**config.mk**
```make
export PLATFORM = sky130hd
export DESIGN_NAME = bus_arbiter
export DESIGN_NICKNAME = d
export VERILOG_FILES = /design/src/rtl/bus_arb_pkg.sv /design/src/rtl/bus_arbiter_rr_picker.sv /design/src/rtl/bus_arbiter.sv
export SDC_FILE = /design/constraint.sdc
export NUM_CORES = 1
export LEC_CHECK = 0
export BUFFER_PORTS_ARGS = -buffer_cell sky130_fd_sc_hd__buf_2
export CORE_MARGIN = 4
export CORE_UTILIZATION = 45
export DETAILED_ROUTE_END_ITERATION = 8
export PLACE_DENSITY = 0.74
export SYNTH_ARGS = -nofsm -noshare
export SYNTH_HDL_FRONTEND = slang
export SYNTH_SLANG_ARGS = --single-unit
```
**constraint.sdc**
```tcl
create_clock -name clk_i -period 1.6 [get_ports clk_i]
set_input_delay 0.32 -clock clk_i [delete_from_list [all_inputs] [get_ports clk_i]]
set_output_delay 0.32 -clock clk_i [all_outputs]
set_load 0.01 [all_outputs]
```
**src/rtl/bus_arb_pkg.sv**
```systemverilog
// Shared types and helpers for the cache-to-memory bus arbiter.
package bus_arb_pkg;

  typedef enum logic [1:0] {
    IDLE    = 2'd0,
    ACTIVE  = 2'd1,
    RELEASE = 2'd2
  } arb_state_e;

  // Number of bus beats needed to move one cache block.
  function automatic int calc_beats(input int block_width, input int dma_data_width);
    return block_width / dma_data_width;
  endfunction

  // Width of an index into num entries, never narrower than one bit.
  function automatic int id_width(input int num);
    return (num > 1) ? $clog2(num) : 1;
  endfunction

endpackage

```
**src/rtl/bus_arbiter_rr_picker.sv**
```systemverilog
// Combinational round-robin picker: first set request at or after ptr_i,
// wrapping to the lowest index. Works for any request count.
module rr_picker #(
  parameter int num_req_p = 4,
  parameter int id_w_p    = 2
) (
  input  logic [num_req_p-1:0] req_i,
  input  logic [id_w_p-1:0]    ptr_i,
  output logic [num_req_p-1:0] grant_o,
  output logic [id_w_p-1:0]    grant_id_o,
  output logic                 valid_o
);

  // Two ordered scans: upper segment [ptr..N-1] first, then the wrap from 0.
  always_comb begin
    logic found;
    found      = 1'b0;
    grant_o    = '0;
    grant_id_o = '0;
    for (int j = 0; j < num_req_p; j++) begin
      if (!found && (j >= int'(ptr_i)) && req_i[j]) begin
        found      = 1'b1;
        grant_o[j] = 1'b1;
        grant_id_o = id_w_p'(j);
      end
    end
    for (int j = 0; j < num_req_p; j++) begin
      if (!found && req_i[j]) begin
        found      = 1'b1;
        grant_o[j] = 1'b1;
        grant_id_o = id_w_p'(j);
      end
    end
    valid_o = found;
  end

endmodule

```
**src/rtl/bus_arbiter.sv**
```systemverilog
// Round-robin arbiter and block-transfer sequencer for the shared
// cache-to-memory bus.
//
// state   | meaning
// --------+-------------------------------------------------------------
// IDLE    | bus free; accept the round-robin winner when memory is ready
// ACTIVE  | grant held; count data beats until the block is complete
// RELEASE | one drain cycle with grant still up; rotate priority pointer
module bus_arbiter
  import bus_arb_pkg::*;
#(
  parameter int num_caches_p     = 4,
  parameter int block_width_p    = 16,
  parameter int dma_data_width_p = 2
) (
  input  logic                                 clk_i,
  input  logic                                 nreset_i,
  input  logic [num_caches_p-1:0]              req_i,
  output logic [num_caches_p-1:0]              yumi_o,
  output logic [num_caches_p-1:0]              grant_o,
  output logic [id_width(num_caches_p)-1:0]    grant_id_o,
  output logic                                 busy_o,
  input  logic                                 mem_ready_i,
  input  logic                                 beat_i,
  output logic                                 done_o
);

  localparam int beats_lp = calc_beats(block_width_p, dma_data_width_p);
  localparam int cnt_w_lp = $clog2(beats_lp) + 1;
  localparam int id_w_lp  = id_width(num_caches_p);
  localparam logic [cnt_w_lp-1:0] last_beat_lp = cnt_w_lp'(beats_lp - 1);
  localparam logic [id_w_lp-1:0]  last_id_lp   = id_w_lp'(num_caches_p - 1);

  arb_state_e                state_r, state_n;
  logic [cnt_w_lp-1:0]       cnt_r, cnt_n;
  logic [id_w_lp-1:0]        ptr_r, ptr_n;
  logic [id_w_lp-1:0]        grant_id_r, grant_id_n;
  logic [num_caches_p-1:0]   grant_r, grant_n;
  logic [num_caches_p-1:0]   pick_grant;
  logic [id_w_lp-1:0]        pick_id;
  logic                      pick_valid;
  logic                      accept;
  logic                      last_beat;

  rr_picker #(
    .num_req_p (num_caches_p),
    .id_w_p    (id_w_lp)
  ) u_picker (
    .req_i      (req_i),
    .ptr_i      (ptr_r),
    .grant_o    (pick_grant),
    .grant_id_o (pick_id),
    .valid_o    (pick_valid)
  );

  // Handshake strobes; forced low while reset is asserted so nothing leaks out.
  always_comb begin
    accept    = (state_r == IDLE) && mem_ready_i && pick_valid;
    last_beat = (state_r == ACTIVE) && beat_i && (cnt_r == last_beat_lp);
    yumi_o    = (nreset_i && accept) ? pick_grant : '0;
    done_o    = nreset_i && last_beat;
  end

  // Next-state, beat counter, grant capture and pointer rotation.
  always_comb begin
    state_n    = state_r;
    cnt_n      = cnt_r;
    ptr_n      = ptr_r;
    grant_n    = grant_r;
    grant_id_n = grant_id_r;
    case (state_r)
      IDLE: begin
        if (accept) begin
          grant_n    = pick_grant;
          grant_id_n = pick_id;
          cnt_n      = '0;
          state_n    = ACTIVE;
        end
      end
      ACTIVE: begin
        if (beat_i) begin
          cnt_n = cnt_r + cnt_w_lp'(1);
          if (last_beat) state_n = RELEASE;
        end
      end
      RELEASE: begin
        ptr_n      = (grant_id_r == last_id_lp) ? '0 : grant_id_r + id_w_lp'(1);
        grant_n    = '0;
        grant_id_n = '0;
        state_n    = IDLE;
      end
      default: begin
        grant_n    = '0;
        grant_id_n = '0;
        state_n    = IDLE;
      end
    endcase
  end

  // State and datapath registers.
  always_ff @(posedge clk_i or negedge nreset_i) begin
    if (!nreset_i) begin
      state_r    <= IDLE;
      cnt_r      <= '0;
      ptr_r      <= '0;
      grant_r    <= '0;
      grant_id_r <= '0;
    end else begin
      state_r    <= state_n;
      cnt_r      <= cnt_n;
      ptr_r      <= ptr_n;
      grant_r    <= grant_n;
      grant_id_r <= grant_id_n;
    end
  end

  assign grant_o    = grant_r;
  assign grant_id_o = grant_id_r;
  assign busy_o     = (state_r != IDLE);

`ifndef SYNTHESIS
  a_grant_onehot0: assert property (@(posedge clk_i) disable iff (!nreset_i)
    $onehot0(grant_o));
  a_yumi_onehot0: assert property (@(posedge clk_i) disable iff (!nreset_i)
    $onehot0(yumi_o));
  a_yumi_subset: assert property (@(posedge clk_i) disable iff (!nreset_i)
    ((yumi_o & ~req_i) == '0));
  for (genvar g = 0; g < num_caches_p; g++) begin : g_req_hold
    a_req_hold: assert property (@(posedge clk_i) disable iff (!nreset_i)
      (req_i[g] && !yumi_o[g]) |=> req_i[g]);
  end
`endif

endmodule

```
==> run_results.csv <==
group,metric,value,unit
finish,area_growth,54.5,%
logic_synthesis,synth_enable_flop_cells,0,
clock_network,clkTransAtPathRegs,90,ps
status,violations,"setup timing",
logic_synthesis,syn-cell-area,897,um^2
finish,antenna_cells,0,
die,dieArea,2770,um^2
timing,post-route-period-util,1.21,
die,dieWidth,52.7,um
logic_synthesis,ys.flop_type,"dfrtp_1",
power_and_ir_drop,ir_drop,0.00127,V
logic_synthesis,synth_seq_cells,14,
finish,layout_commonest_cell,"buf_4",
global_routing,antenna_found_initial,0,
logic_synthesis,ys_types,32,
routing,drcViolationCount,0,
clock_network,cts_buffer_depth,2,
hold_path,hp-class,"in -> reg",
routing,wire_per_inst,15.9,um
logic_synthesis,ys_warn_count,0,
timing,fin_ws,-330,ps
logic_synthesis,synth_nets,111,
timing,max_slew_margin,0.578,
die,start_util,0.498,
global_routing,grt_max_degree,15,
clock_network,clock-sinks,14,
critical_path,crit_required,1280,ps
hold_path,min_path_cells,3,
critical_path,critPathKind,"reg -> out",
routing,postRouteAntennaNets,0,
clock_network,cts-htree-levels,1,
critical_path,rrSetupSlack,-120,ps
clock_network,clkLatencyLatePin,280,ps
timing,setup_viol,7,
place,portBuffers,19,
die,die_h,52.7,um
clock_network,root_buffer,"clkbuf_4",
timing,skew,5.35,ps
timing,clock.fmax,0.518,GHz
critical_path,worstSetupEndpointType,"output pin",
hold_path,worstHoldEndpoint,"grant_o[0]$_DFFE_PN0P_",
critical_path,worstPathMaxFanout,4,
finish,nets,160,
critical_path,max_stage_delay,440,ps
place,place_congestion,0.727,
timing,rsz0062_at_grt,"yes",
critical_path,cp_cell_sequence,"or2_4 > or3_4 > nor2_4 > buf_6",
hold_path,hold_start,"req_i[0]",
timing,finalHoldViolCount,0,
timing,worstMarginPinSlew,631,ps
global_routing,grt_overflow_total,0,
timing,final_max_slew_viol_count,0,
die,rows,15,
global_routing,grt_pass1_vias,939,
logic_synthesis,synthCells,101,
die,io_pins,20,
finish,most-common-layout-cells,"23 x buf_4, 15 x buf_2, 13 x dfrtp_1, 12 x buf_6, 9 x a21oi_1",
critical_path,cp.arrival,1610,ps
critical_path,worstReg2RegEnd,"state_r[0]$_DFFE_PN0P_",
global_routing,grt_first_pass_wirelength,4.22,mm
routing,dr.first_iter.drc_count,20,
place,dp_hpwl,1.72,mm
power_and_ir_drop,total_power,1.88,mW
critical_path,reg2regPathDepth,12,
die,coreArea,1800,um^2
routing,via_count,940,
critical_path,critPathLaunchType,"flop",
power_and_ir_drop,p_leak,0.653,nW
logic_synthesis,avgSynthCellArea,8.88,um^2
critical_path,cp_slowest_cell,"or3_4",
routing,routed_wl,2.76,mm
routing,viasPerCell,5.40,
critical_path,regToRegStartpoint,"state_r[0]$_DFFE_PN0P_",
flow_run,maxCapViolCount,0,
finish,drive_gt1_frac,0.503,
clock_network,cts_tree,"done",
status,status,"finished with violations",
power_and_ir_drop,p_per_area,1360,nW/um^2
logic_synthesis,seq_area_frac_synth,0.391,
global_routing,grt_use_total,0.208,
timing,min_period,1930,ps
routing,drtPass1Iterations,4,
clock_network,cts_made_buffers,3,
logic_synthesis,async_reset_ff_frac,1.00,
place,post-place-ws,-32.5,ps
==> metrics by stage <==
step                      hold slack (ps)  area, um^2  utilization  setup TNS (ps)  cells
after floorplan                      24.4         936            -               0    101
after global placement                278        1150        0.641           -61.1    157
after detailed placement              285        1150        0.641           -94.8    157
after CTS                             470        1340        0.742           -1410    170
after global routing                  502        1390        0.769           -2030    174
final                                 482        1390        0.769           -1670    174
==> power by group <==
| part | switching (mW) | internal (mW) | total, mW |
|---|---|---|---|
| combinational | 0.482 | 0.510 | 0.992 |
| clock | 0.120 | 0.138 | 0.259 |
| sequential | 0.139 | 0.494 | 0.632 |
==> Yosys cell counts (all sizes together) (3+ instances only) <==
| cell type | number | area share |
|---|---|---|
| nor2 | 9 | 0.046 |
| o22ai | 8 | 0.056 |
| buf | 5 | 0.047 |
| o21ai | 4 | 0.022 |
| nand2 | 9 | 0.038 |
| nand2b | 7 | 0.049 |
| inv | 6 | 0.025 |
| a21oi | 10 | 0.056 |
| or2 | 3 | 0.021 |
| dfrtp | 14 | 0.39 |
==> repair_timing <==
action | CTS | global route
buffers inserted | 8 | 4
hold buffers | 1 | 0
resized for setup | 16 | 7
endpoints found under the hold margin | 14 | 0
pin swaps | 5 | 4
setup endpoints to repair | 5 | 8
==> layout make-up <==
class                           instances  area, um^2
Tap cell                               25        31.3
Timing Repair Buffer                   51         393
Inverter                                6        25.0
Sequential cell                        14         352
Multi-Input combinational cell         74         549
Clock buffer                            4        36.3
Fill cell                             122         415
==> cell families (layout without fill, tap and decap cells) <==
| logic type | count (synthesis) | after routing | share of synthesized area |
|---|---|---|---|
| compound gates | 32 | 32 | 0.247 |
| fa+ha+maj | 2 | 2 | 0.0279 |
| buf+inv | 13 | 61 | 0.0809 |
| flops | 14 | 14 | 0.391 |
| mux | 3 | 3 | 0.0349 |
| simple gates | 37 | 37 | 0.219 |
==> critical path, delay by kind of cell, from the launching register on <==
family	cells	cell delay, ps
AND/OR/NAND/NOR	3	800
flip-flops	1	420
buffers and inverters	1	110
==> how the worst max path moves through the flow <==
stage                     cells past startpoint   endpoint                   start
final                                         4  yumi_o[3]  state_r[0]$_DFFE_PN0P_
after global routing                          4  yumi_o[3]  state_r[0]$_DFFE_PN0P_
after CTS                                     4  yumi_o[3]  state_r[0]$_DFFE_PN0P_
after detailed placement                      6  yumi_o[2]                req_i[1]
after global placement                        6  yumi_o[2]                req_i[0]
after floorplan                               3  yumi_o[0]  state_r[0]$_DFFE_PN0P_
==> metal layers <==
layer	up-vias	global-route usage	share of wire
met5	-	0	0
li1	455	-	-
met4	0	0.102	0.033
met2	18	0.360	0.54
met3	8	0.0399	0.029
met1	459	0.242	0.40
==> state kept, by name, summed over array words and instances, names as in the netlist <==
| name | count |
|---|---|
| state_r | 2 |
| ptr_r | 2 |
| cnt_r | 4 |
| grant_id_o | 2 |
| grant_o | 4 |
(Power assumes the default switching activity.)
